--- config.mk ---
export PLATFORM = sky130hd
export DESIGN_NAME = cp0_exc_ctrl
export DESIGN_NICKNAME = d
export VERILOG_FILES = /design/src/rtl/cp0_exc_ctrl.sv
export SDC_FILE = /design/constraint.sdc
export NUM_CORES = 1
export LEC_CHECK = 0
export CAP_MARGIN = 10
export CORE_AREA = 2 2 71 73
export CTS_CLUSTER_DIAMETER = 60
export DETAILED_ROUTE_END_ITERATION = 8
export DIE_AREA = 0 0 73 75
export DONT_BUFFER_PORTS = 1
export PLACE_DENSITY_LB_ADDON = 0.08
export SYNTH_ARGS = -nofsm -noshare
export SYNTH_HDL_FRONTEND = slang
export SYNTH_SLANG_ARGS = --single-unit
export TNS_END_PERCENT = 5
--- constraint.sdc ---
create_clock -name clk -period 4.5 [get_ports clk]
set_input_delay 1.125 -clock clk [delete_from_list [all_inputs] [get_ports clk]]
set_output_delay 1.125 -clock clk [all_outputs]
set_load 0.005 [all_outputs]
--- src/rtl/cp0_exc_ctrl.sv ---
// cp0_exc_ctrl: CP0 exception/interrupt sequencer (IDLE->FLUSH->COMMIT, IDLE->RET).
// Ports: exc_* / irq_in / timer_pending in; CAUSE/EPC/STATUS strobes, flush, redirect out.
// Option: define CP0_IRQ_SYNC_EN to add a synchronizer flop on irq_in[6:0].
module cp0_exc_ctrl #(
  parameter logic [31:0] EXC_VECTOR = 32'h8000_0180
) (
  input  logic        clk,
  input  logic        reset,
  input  logic        exc_adel,
  input  logic        exc_ades,
  input  logic        exc_ri,
  input  logic        exc_ov,
  input  logic        exc_sys,
  input  logic        exc_bp,
  input  logic [31:0] exc_pc,
  input  logic [6:0]  irq_in,
  input  logic        timer_pending,
  input  logic        status_ie,
  input  logic        status_exl,
  input  logic [7:0]  status_im,
  input  logic        eret,
  input  logic [31:0] epc_in,
  output logic [7:0]  interrupts,
  output logic        activeexception,
  output logic [4:0]  exccode,
  output logic        epc_we,
  output logic [31:0] epc_wdata,
  output logic        set_exl,
  output logic        clr_exl,
  output logic        flush,
  output logic        redirect,
  output logic [31:0] redirect_pc,
  output logic        busy
);

  typedef enum logic [1:0] {
    IDLE,
    FLUSH,
    COMMIT,
    RET
  } state_t;

  state_t      state;
  state_t      state_nx;
  logic [4:0]  code_q;
  logic [4:0]  exccode_q;
  logic [31:0] pc_q;
  logic [4:0]  sel_code;
  logic        sync_req;
  logic        int_take;
  logic        take;
  logic [6:0]  irq_stage;

`ifdef CP0_IRQ_SYNC_EN
  // First synchronizer flop; the interrupts register is the second.
  logic [6:0] irq_s;

  always_ff @(posedge clk) begin
    if (reset) irq_s <= '0;
    else       irq_s <= irq_in;
  end

  assign irq_stage = irq_s;
`else
  assign irq_stage = irq_in;
`endif

  assign sync_req = exc_adel | exc_ades | exc_ri
                  | exc_ov | exc_sys | exc_bp;

  assign int_take = status_ie & ~status_exl
                  & (|(interrupts & status_im));

  assign take = sync_req | int_take;

  always_comb begin
    sel_code = 5'd0;
    if (exc_adel)     sel_code = 5'd4;
    else if (exc_ades) sel_code = 5'd5;
    else if (exc_ri)   sel_code = 5'd10;
    else if (exc_ov)   sel_code = 5'd12;
    else if (exc_sys)  sel_code = 5'd8;
    else if (exc_bp)   sel_code = 5'd9;
  end

  always_ff @(posedge clk) begin
    if (reset) begin
      state      <= IDLE;
      code_q     <= '0;
      pc_q       <= '0;
      exccode_q  <= '0;
      interrupts <= '0;
    end else begin
      state      <= state_nx;
      interrupts <= {timer_pending, irq_stage};
      if (state == IDLE && take) begin
        code_q <= sel_code;
        pc_q   <= exc_pc;
      end
      // exccode only moves on entry to COMMIT, then holds.
      if (state == FLUSH) exccode_q <= code_q;
    end
  end

  assign exccode = exccode_q;
  assign busy    = (state != IDLE);

  always_comb begin
    state_nx        = state;
    activeexception = 1'b0;
    epc_we          = 1'b0;
    epc_wdata       = '0;
    set_exl         = 1'b0;
    clr_exl         = 1'b0;
    flush           = 1'b0;
    redirect        = 1'b0;
    redirect_pc     = '0;
    unique case (state)
      IDLE: begin
        if (take)      state_nx = FLUSH;
        else if (eret) state_nx = RET;
      end
      FLUSH: begin
        flush    = 1'b1;
        state_nx = COMMIT;
      end
      COMMIT: begin
        activeexception = 1'b1;
        redirect        = 1'b1;
        redirect_pc     = EXC_VECTOR;
        set_exl         = 1'b1;
        flush           = 1'b1;
        // Nested exception keeps the original EPC.
        epc_we          = ~status_exl;
        epc_wdata       = pc_q;
        state_nx        = IDLE;
      end
      RET: begin
        clr_exl     = 1'b1;
        redirect    = 1'b1;
        redirect_pc = epc_in;
        flush       = 1'b1;
        state_nx    = IDLE;
      end
      default: state_nx = IDLE;
    endcase
    // Reset squashes strobes in the cycle it is asserted.
    if (reset) begin
      activeexception = 1'b0;
      epc_we          = 1'b0;
      epc_wdata       = '0;
      set_exl         = 1'b0;
      clr_exl         = 1'b0;
      flush           = 1'b0;
      redirect        = 1'b0;
      redirect_pc     = '0;
    end
  end

endmodule
==> metrics.md <==
| Metric | Value |
|---|---|
| Outcome | `completed` |
| CP endpoint kind | `primary output` |
| Number of nets still failing antenna checks after routing | `0` |
| Vias per cell | `5.43` |
| Final Util | `54.6%` |
| Fraction of synthesized area in multiplexers | `15.0%` |
| Rows | `25` |
| Hold Slack | `456 ps` |
| Area Overhead vs Synth | `2.83%` |
| Total CTS buffers | `5` |
| Seq cells post-synth | `50` |
| Syn_nets | `380` |
| Register cell area after layout | `1000 sq um` |
| Setup Skew | `12.3 ps` |
| Post-CTS setup buffers | `0` |
| Most frequent cells in the layout | `66 x nand2_1, 61 x and2_1, 50 x dfxtp_1` |
| Post-CTS resize count | `0` |
| Post-synthesis compound-gate area fraction | `5.36%` |
| Average size of a mapped cell | `8.56 sq um` |
| Max rail drop VDD | `0.201 mV` |
| Clk sink count | `50` |
| Clock Power Share | `33.6%` |
| Mapped Cells | `289` |
| Final setup TNS | `0 ps` |
| DRT iter0 DRCs | `102` |
| Chip width | `73 um` |
| CTS root buf | `clkbuf_8` |
| Core area | `4660 sq um` |
| Number of global-route vias before repair | `1679` |
| Die height | `75 um` |
| Sw Share | `25.0%` |
| Required time of the critical path | `3380 ps` |
| Multi-input gate area | `1320 sq um` |
| Netlist Area Pre-Place | `2470 sq um` |
| Internal Power | `0.000699 W` |
| Post-synth EDFFs | `0` |
| First drt pass iteration count | `4` |
| Clock slew seen by the registers of the worst setup and hold paths | `80 ps` |
| Fmax | `334 MHz` |
| Synth Area in Adders | `0%` |
| Hold_buf cts | `0` |
| Clock buffer depth | `2` |
| DP Cell Count | `326` |
| Fin crit period | `3000 ps` |
| Worst slew margin | `50.8%` |
| WL/cell | `17.5 um` |
| Yosys warns | `0` |
| Maxcap violations | `0` |
| Seq/Total Area, Yosys | `40.4%` |
| Measured slew at the worst slew-check pin | `737 ps` |
| Global route total overflow | `0` |
| # IOs | `175` |
| Routed WL | `5860 um` |
| IO buf count | `0` |
| Post-route insts no fill | `335` |
| Antenna violations before repair | `0` |
| Final setup viols | `0` |
| Worst skew pair latency | `300 ps` |
| Most used flip-flop cell after synthesis | `dfxtp_1` |
| Switch Pwr | `0.000233 W` |
| Post-synthesis cell type count | `30` |
| Commonest non-fill, non-tap cell in the layout | `nand2_1` |
| TritonCTS clock tree | `done` |
| Layout fillers | `450` |
| P_leak | `1.07 nW` |
| Combinational family with the most area after synthesis | `simple AND/OR/NAND/NOR gates` |
| HPWL Detailed | `4360 um` |
| CP arrival | `1870 ps` |
| Largest net degree at the start of global routing | `68` |
| Max-slew violations | `0` |
| Period utilization | `66.6%` |
| Fin. Hold Viols | `0` |
| Residual DRC | `0` |
| Tot GR Track Use | `20.6%` |
| Post-synthesis xor/xnor area fraction | `0%` |
| Layout cells sized above 1 | `6.79%` |
| Sequential cell fraction of total power | `53.7%` |
| GP Congestion | `0.787` |
| Hold/Removal Path Class | `flip-flop to flip-flop` |
| Max H-tree Level | `2` |
| Synth Area in Simple Gates | `32.5%` |
| Unrepaired setup endpoints after global routing | `false` |
| Worst Path Max Fanout | `34` |
| Synth async-reset ratio | `0%` |
| Die area | `5480 sq um` |
| Initial Util | `53.1%` |
| Logic gate share of total power | `12.6%` |
| Setup CP Type | `input port to primary output` |
| Pwr/cell area | `366 nW/um^2` |
| Setup crit start kind | `input port` |
| Via count | `1819` |
| Final Net Count | `370` |
| Global-route wire length before repair | `8530 um` |
-- synthesized netlist by cell type, types with 2 or more instances --
| library cell | instances | area [sq um] |
|---|---|---|
| nand2_1 | 66 | 248 |
| and2_1 | 61 | 382 |
| dfxtp_1 | 50 | 1000 |
| mux2i_1 | 36 | 360 |
| clkbuf_1 | 14 | 52.6 |
| nor2_1 | 11 | 41.3 |
| nor2b_1 | 9 | 56.3 |
| inv_1 | 5 | 18.8 |
| a22oi_1 | 4 | 30.0 |
| o21a_1 | 4 | 30.0 |
| buf_12 | 3 | 60.1 |
| nor3_1 | 3 | 15.0 |
| o21ai_0 | 3 | 15.0 |
| a211oi_1 | 2 | 15.0 |
| a32o_1 | 2 | 20.0 |
| buf_4 | 2 | 15.0 |
-- power groups by stage --
stage,clock network (W),logic [W],registers (W)
finish,0.000314,0.000118,0.000501
floorplan,0,0.000121,0.000505
CTS,0.000320,0.000120,0.000501
global placement,0,0.000118,0.000512
detailed placement,0,0.000120,0.000511
global route,0.000337,0.000133,0.000506
-- state kept, by name, summed over array words and instances (netlist names) --
register    count
exccode         4
code_q          4
pc_q           32
state           2
interrupts      8
-- metrics by stage --
step | setup slack (ps) | total power [W] | area [sq um]
4_1_cts | 1490 | 0.000941 | 2540
2_1_floorplan | 1220 | 0.000626 | 2470
5_1_grt | 1430 | 0.000977 | 2540
3_5_place_dp | 1350 | 0.000631 | 2430
6_report | 1500 | 0.000933 | 2540
3_3_place_gp | 1400 | 0.000629 | 2430
-- worst max-delay path: stages --
cell and delay (ps):
inv_2 30, nand2_1 90, nor2_2 90, buf_4 290, and2_1 220
-- per-layer routing --
layer | GRT usage [%] | up-vias | share of wire [%] | wire, um
met5 | 0 | - | 0 | 0
met1 | 21.3 | 819 | 35 | 2070
met2 | 39.6 | 89 | 55 | 3200
li1 | - | 902 | - | -
met4 | 7.20 | 0 | 1.6 | 94
met3 | 6.02 | 9 | 8.4 | 494
-- area by class of cell --
class                      instances  area share [%]
multi-input combinational        213            51.7
clock inverter                     2            1.47
timing repair buffer               4            1.18
tap                               54            2.65
inverter                           5           0.737
sequential                        50            39.3
antenna                            1          0.0983
clock buffer                       6            2.85
-- cells by family after synthesis --
logic type / after synthesis
mux: 37
buf+inv: 26
flops: 50
compound gates: 18
other cells: 1
simple gates: 157
-- path summary, 6_finish.rpt --
| path | from | endpoint | slack [ps] | depth (start not counted) |
|---|---|---|---|---|
| hold reg to reg | pc_q[8] | pc_q[8] | 460 | 2 |
| setup reg to reg | interrupts[3] | pc_q[12] | 2370 | 5 |
| hold / removal | pc_q[8] | pc_q[8] | 460 | 2 |
| setup / recovery | reset | epc_wdata[25] | 1500 | 5 |
(Power assumes the default switching activity.)
